## config.mk

```make
export PLATFORM = sky130hd
export DESIGN_NAME = piso_serializer_flat
export DESIGN_NICKNAME = d
export VERILOG_FILES = /design/src/rtl/piso_serializer_pkg.sv /design/src/rtl/piso_serializer_if.sv /design/src/rtl/piso_serializer_bit_timer.sv /design/src/rtl/piso_serializer.sv /design/src/flat_wrapper.sv
export SDC_FILE = /design/constraint.sdc
export NUM_CORES = 1
export LEC_CHECK = 0
export ABC_AREA = 1
export BUFFER_PORTS_ARGS = -buffer_cell sky130_fd_sc_hd__buf_4
export CAP_MARGIN = 10
export CORE_MARGIN = 2
export CORE_UTILIZATION = 55
export CTS_BUF_LIST = sky130_fd_sc_hd__clkbuf_16
export CTS_CLUSTER_SIZE = 8
export DETAILED_ROUTE_END_ITERATION = 8
export PLACE_DENSITY = 0.73
export SETUP_SLACK_MARGIN = 0.05
export SYNTH_ARGS = -nofsm -noshare
export SYNTH_HDL_FRONTEND = slang
export SYNTH_SLANG_ARGS = --single-unit
export TNS_END_PERCENT = 100
```

## constraint.sdc

```tcl
create_clock -name clk -period 1.5 [get_ports clk]
set_input_delay 0.3 -clock clk [delete_from_list [all_inputs] [get_ports clk]]
set_output_delay 0.3 -clock clk [all_outputs]
set_load 0.05 [all_outputs]
```

## src/rtl/piso_serializer_pkg.sv

```systemverilog
// Shared types and line levels for the framed PISO transmitter (piso_pkg).
package piso_pkg;

  typedef enum logic [2:0] {
    IDLE   = 3'd0,
    START  = 3'd1,
    DATA   = 3'd2,
    PARITY = 3'd3,
    STOP   = 3'd4
  } state_t;

  localparam logic LINE_IDLE   = 1'b1;
  localparam logic START_LEVEL = 1'b0;
  localparam logic STOP_LEVEL  = 1'b1;

endpackage

```

## src/rtl/piso_serializer_if.sv

```systemverilog
// Load handshake and serial-line bundle between a word source and the PISO transmitter.
interface piso_serializer_if #(parameter int DATA_W = 8);
  logic [DATA_W-1:0] parallel_in;
  logic              msb_first;
  logic              load_valid;
  logic              load_ready;
  logic              serial_out;
  logic              busy;
  logic              frame_done;

  modport master (
    output parallel_in, msb_first, load_valid,
    input  load_ready, serial_out, busy, frame_done
  );

  modport slave (
    input  parallel_in, msb_first, load_valid,
    output load_ready, serial_out, busy, frame_done
  );
endinterface

```

## src/rtl/piso_serializer_bit_timer.sv

```systemverilog
// Bit-period counter: bit_tick marks the last clock of each bit; cleared while disabled.
module piso_bit_timer #(
  parameter int CLKS_PER_BIT = 4
) (
  input  logic clk,
  input  logic reset,
  input  logic en,
  output logic bit_tick
);
  localparam int CW = (CLKS_PER_BIT > 1) ? $clog2(CLKS_PER_BIT) : 1;
  localparam logic [CW-1:0] LAST = CW'(CLKS_PER_BIT - 1);

  logic [CW-1:0] cnt_q;

  always_ff @(posedge clk) begin
    if (reset || !en)      cnt_q <= '0;
    else if (cnt_q == LAST) cnt_q <= '0;
    else                    cnt_q <= cnt_q + 1'b1;
  end

  assign bit_tick = en && (cnt_q == LAST);
endmodule

```

## src/rtl/piso_serializer.sv

```systemverilog
// Framed parallel-in/serial-out transmitter: start, DATA_W bits, optional even parity, stop.
// Parity bit is built in only when PISO_SERIALIZER_PARITY_EN is defined.
module piso_serializer
  import piso_pkg::*;
#(
  parameter int DATA_W       = 8,
  parameter int CLKS_PER_BIT = 4
) (
  input  logic clk,
  input  logic reset,
  piso_serializer_if.slave bus
);
  localparam int IDX_W = $clog2(DATA_W + 1);
  localparam logic [IDX_W-1:0] LAST_IDX = IDX_W'(DATA_W - 1);

  state_t            state_q, state_d;
  logic [DATA_W-1:0] sh_q, sh_d;
  logic [IDX_W-1:0]  idx_q, idx_d;
  logic              msb_q, msb_d;
  logic              bit_tick;
  logic              serial_q, serial_d;
  logic              ready_q, ready_d;
  logic              busy_q, busy_d;
  logic              done_q, done_d;
`ifdef PISO_SERIALIZER_PARITY_EN
  logic              par_q, par_d;
`endif

  piso_bit_timer #(.CLKS_PER_BIT(CLKS_PER_BIT)) u_timer (
    .clk      (clk),
    .reset    (reset),
    .en       (state_q != IDLE),
    .bit_tick (bit_tick)
  );

  // State, datapath and registered outputs
  always_ff @(posedge clk) begin
    if (reset) begin
      state_q  <= IDLE;
      sh_q     <= '0;
      idx_q    <= '0;
      msb_q    <= 1'b0;
      serial_q <= LINE_IDLE;
      ready_q  <= 1'b1;
      busy_q   <= 1'b0;
      done_q   <= 1'b0;
`ifdef PISO_SERIALIZER_PARITY_EN
      par_q    <= 1'b0;
`endif
    end else begin
      state_q  <= state_d;
      sh_q     <= sh_d;
      idx_q    <= idx_d;
      msb_q    <= msb_d;
      serial_q <= serial_d;
      ready_q  <= ready_d;
      busy_q   <= busy_d;
      done_q   <= done_d;
`ifdef PISO_SERIALIZER_PARITY_EN
      par_q    <= par_d;
`endif
    end
  end

  always_comb begin
    state_d = state_q;
    sh_d    = sh_q;
    idx_d   = idx_q;
    msb_d   = msb_q;
`ifdef PISO_SERIALIZER_PARITY_EN
    par_d   = par_q;
`endif
    unique case (state_q)
      IDLE: if (bus.load_valid) begin
        sh_d    = bus.parallel_in;
        msb_d   = bus.msb_first;
        idx_d   = '0;
`ifdef PISO_SERIALIZER_PARITY_EN
        par_d   = ^bus.parallel_in;
`endif
        state_d = START;
      end
      START: if (bit_tick) state_d = DATA;
      DATA: if (bit_tick) begin
        sh_d  = msb_q ? (sh_q << 1) : (sh_q >> 1);
        idx_d = idx_q + 1'b1;
        if (idx_q == LAST_IDX) begin
          idx_d   = '0;
`ifdef PISO_SERIALIZER_PARITY_EN
          state_d = PARITY;
`else
          state_d = STOP;
`endif
        end
      end
`ifdef PISO_SERIALIZER_PARITY_EN
      PARITY: if (bit_tick) state_d = STOP;
`endif
      STOP: if (bit_tick) state_d = IDLE;
      default: state_d = IDLE;
    endcase
  end

  // Outputs are decoded from the next state so every port comes straight off a flop
  always_comb begin
    serial_d = LINE_IDLE;
    ready_d  = 1'b0;
    busy_d   = 1'b1;
    done_d   = 1'b0;
    case (state_d)
      IDLE: begin
        ready_d = 1'b1;
        busy_d  = 1'b0;
        done_d  = (state_q == STOP);
      end
      START:  serial_d = START_LEVEL;
      DATA:   serial_d = msb_d ? sh_d[DATA_W-1] : sh_d[0];
`ifdef PISO_SERIALIZER_PARITY_EN
      PARITY: serial_d = par_d;
`endif
      STOP:   serial_d = STOP_LEVEL;
      default: serial_d = LINE_IDLE;
    endcase
  end

  assign bus.serial_out = serial_q;
  assign bus.load_ready = ready_q;
  assign bus.busy       = busy_q;
  assign bus.frame_done = done_q;
endmodule

```

## src/flat_wrapper.sv

```systemverilog
// flat-port wrapper written by rule: the top's interface ports become plain ports
module piso_serializer_flat import piso_pkg::*;
#(
  parameter int DATA_W       = 8,
  parameter int CLKS_PER_BIT = 4
)
  (clk, reset, bus_parallel_in, bus_msb_first, bus_load_valid, bus_load_ready, bus_serial_out, bus_busy, bus_frame_done);
  piso_serializer_if #(.DATA_W(DATA_W)) bus_i ();
  input  logic clk;
  input  logic reset;
  input wire logic [$bits(bus_i.parallel_in)-1:0] bus_parallel_in;
  input wire logic [$bits(bus_i.msb_first)-1:0] bus_msb_first;
  input wire logic [$bits(bus_i.load_valid)-1:0] bus_load_valid;
  output wire logic [$bits(bus_i.load_ready)-1:0] bus_load_ready;
  output wire logic [$bits(bus_i.serial_out)-1:0] bus_serial_out;
  output wire logic [$bits(bus_i.busy)-1:0] bus_busy;
  output wire logic [$bits(bus_i.frame_done)-1:0] bus_frame_done;
  assign bus_i.parallel_in = bus_parallel_in;
  assign bus_i.msb_first = bus_msb_first;
  assign bus_i.load_valid = bus_load_valid;
  assign bus_load_ready = bus_i.load_ready;
  assign bus_serial_out = bus_i.serial_out;
  assign bus_busy = bus_i.busy;
  assign bus_frame_done = bus_i.frame_done;
  piso_serializer #(.DATA_W(DATA_W), .CLKS_PER_BIT(CLKS_PER_BIT)) u_core (.clk(clk), .reset(reset), .bus(bus_i));
endmodule
```

==> metrics.md <==
| Metric | Value |
|---|---|
| Mux cell area share after synthesis | 0% |
| CP endpoint kind | flip-flop |
| CP Launch Type | flip-flop |
| Routability cong. | 0.8263 |
| Flops & latches, synth | 22 |
| Max_cap viols | 0 |
| CP Class | flip-flop to flip-flop |
| Clock skew | 0.002615 ns |
| Antenna cell count | 0 |
| Cells after Synth | 157 |
| Commonest non-fill, non-tap cells in the layout | nand2_1 (31), dfxtp_1 (21), nor2_1 (20), a21oi_1 (18), buf_4 (17) |
| Most common cell after layout, fill and taps aside | nand2_1 |
| Avg Synthesized Cell Area | 7.053 um^2 |
| RSZ-0062 raised after global routing | false |
| Min-delay worst type | primary input to flip-flop |
| Power density cells | 1180 nW/um^2 |
| Vias | 1041 |
| First-pass GRT wire length | 4.084 mm |
| Detailed Routing Iterations Pass 1 | 4 |
| Syn_nets | 171 |
| Routed WL per cell | 12.08 um |
| Fin nets | 190 |
| Via-to-Cell Ratio | 5.153 |
| Post-Synth XOR/XNOR Area | 0% |
| Final worst path period share | 88.33% |
| Synth Cell Area | 1107 um^2 |
| Core area | 1922 um^2 |
| Htree depth | 1 |
| Post-route ant nets | 0 |
| CTS tree | built |
| Hold WS | 0.3009 ns |
| Busiest layer in global routing | met2 |
| Worst endpoint data arrival time | 1.47 ns |
| Setup TNS | 0 ns |
| Initial antenna violation count | 0 |
| Synth warn | 0 |
| Setup Viol. Count Final | 0 |
| GR Overflow Total | 0 |
| Initial Utilization | 57.62% |
| Placed Area | 1252 um^2 |
| Final setup margin | 0.1750 ns |
| Max transition margin | 86.46% |
| Simple-gate share of the synthesized area | 30.85% |
| Yosys cell types | 25 |
| Worst vdd ir | 830.8 uV |
| Die ar. | 2388 um^2 |
| # IOs | 16 |
| GRT Util Overall | 21.78% |
| Static Leak | 0.0006226 uW |
| Syn-to-layout area delta | 22.71% |
| Global Route met3 Usage | 3.681% |
| CTS buffer count | 3 |
| Compound-Gate Fraction of Synth Area | 18.08% |
| Final Max Slew Viols | 0 |
| Clock root buffer | clkbuf_16 |
| DR iter-0 viols | 29 |
| Met1 Resource Use GR | 30.31% |
| # DRC | 0 |
| Worst slew pin tran | 0.2022 ns |
| Die height | 48.87 um |
| Clock tree buffer depth | 2 |
| Port bufs | 15 |
| Combinational family with the most area after synthesis | simple AND/OR/NAND/NOR gates |
| Largest net degree at the start of global routing | 14 |
| Worst-skew pair later-pin latency | 0.26 ns |
| Adder-Cell Fraction of Synth Area | 2.260% |
| Post-synthesis sequential area ratio | 39.77% |
| GR Util met2 | 34.25% |
| Post-DP HPWL | 1.741 mm |
| Clock sinks | 22 |
| Die Width | 48.87 um |
| Drt total wl | 2.441 mm |
| Highest clock rate | 0.7547 GHz |
| Share of layout cells above drive strength 1 | 22.86% |
| Place WS | 0.1284 ns |
| Period minus WS final | 1.325 ns |
| Final instance area | 1359 um^2 |
| Hold Violations, Final | 0 |
| Number of global-route vias before repair | 938 |
| Filler Cells Inserted | 185 |
| Crit-path max FO | 4 |
| Clk slew on worst S/H paths | 0.06 ns |
| Status | completed |
| Critical path required time | 1.64 ns |
| Number of core rows | 16 |
path summary, 6_finish.rpt:
kind                                                          from                                  to  slack, ns  cells past startpoint
worst max register to register        u_core.idx_q[0]$_SDFFE_PP0P_          u_core.bus.busy$_SDFF_PP0_       0.18                      6
worst max-delay path                  u_core.idx_q[0]$_SDFFE_PP0P_          u_core.bus.busy$_SDFF_PP0_       0.18                      6
worst min-delay path                                         reset        u_core.state_q[0]$_SDFF_PP0_       0.30                      2
worst min register to register  u_core.u_timer.cnt_q[0]$_SDFF_PP0_  u_core.u_timer.cnt_q[0]$_SDFF_PP0_       0.44                      1
power by group:
group          total, uW  internal [uW]  leakage, uW  switching (uW)
sequential           644            619     0.000181            24.9
combinational        216           85.6     0.000391             130
clock                744            530    0.0000511             214
total               1600           1230     0.000623             369
synth_stat cells (all sizes together):
cell / number / area, um^2
nand3: 7 / 35.03
buf: 2 / 12.51
nand2: 36 / 171.4
nor3: 1 / 5.000
o211ai: 2 / 15.01
o21ai: 16 / 87.59
inv: 21 / 83.83
nand4: 2 / 12.51
a21oi: 18 / 90.09
o21a: 1 / 7.510
or2: 4 / 25.02
dfxtp: 22 / 440.4
clkbuf: 1 / 3.750
ha: 2 / 25.02
nor2: 22 / 92.59
area by class of cell:
class / count / area, um^2 / area share (%)
timing repair buffer: 17 / 127.6 / 9.392
sequential: 22 / 441.7 / 32.50
clock inverter: 1 / 30.03 / 2.210
tap: 27 / 33.78 / 2.486
multi-input combinational: 111 / 566.8 / 41.71
inverter: 21 / 83.83 / 6.169
clock buffer: 3 / 75.07 / 5.525
sequential cells by signal, indices dropped and copies added (netlist names):
name and flops:
u_core.state_q 3, u_core.msb_q 1, u_core.idx_q 4, u_core.bus.frame_done 1
u_core.bus.load_ready 1, u_core.bus.serial_out 1, u_core.bus.busy 1, u_core.u_timer.cnt_q 2
u_core.sh_q 8
layer usage:
metal	up-vias	part of all wire, %
li1	544	-
met1	471	49
met2	21	47
met3	5	3.4
met4	0	1.3
met5	-	0
what timing repair did:
item | in CTS | in global routing
setup buffers | 0 | 0
gates resized for setup | 0 | 1
hold buffers | 0 | 0
endpoints found under the setup margin | 0 | 1
cells by family after synthesis:
kind of cell | count (synthesis)
compound gates | 37
fa+ha+maj | 2
buf+inv | 24
flops | 22
simple gates | 72
critical path, stage by stage, from the launching register on:
cell and delay (ns):
dfxtp_1 0.39, ha_1 0.21, nand3_1 0.14, o21ai_1 0.17, o21ai_2 0.10, nor2_2 0.13, a21oi_1 0.08
stage by stage:
| step | std cells | total power [uW] | utilization (%) |
|---|---|---|---|
| after floorplan | 157 | 801.2 | - |
| after global placement | 198 | 865.1 | 65.17 |
| after detailed placement | 198 | 868.9 | 65.17 |
| after CTS | 202 | 1611 | 70.64 |
| after global routing | 202 | 1663 | 70.70 |
| final | 202 | 1604 | 70.70 |
Note: power is estimated with default switching activity, not from simulation.
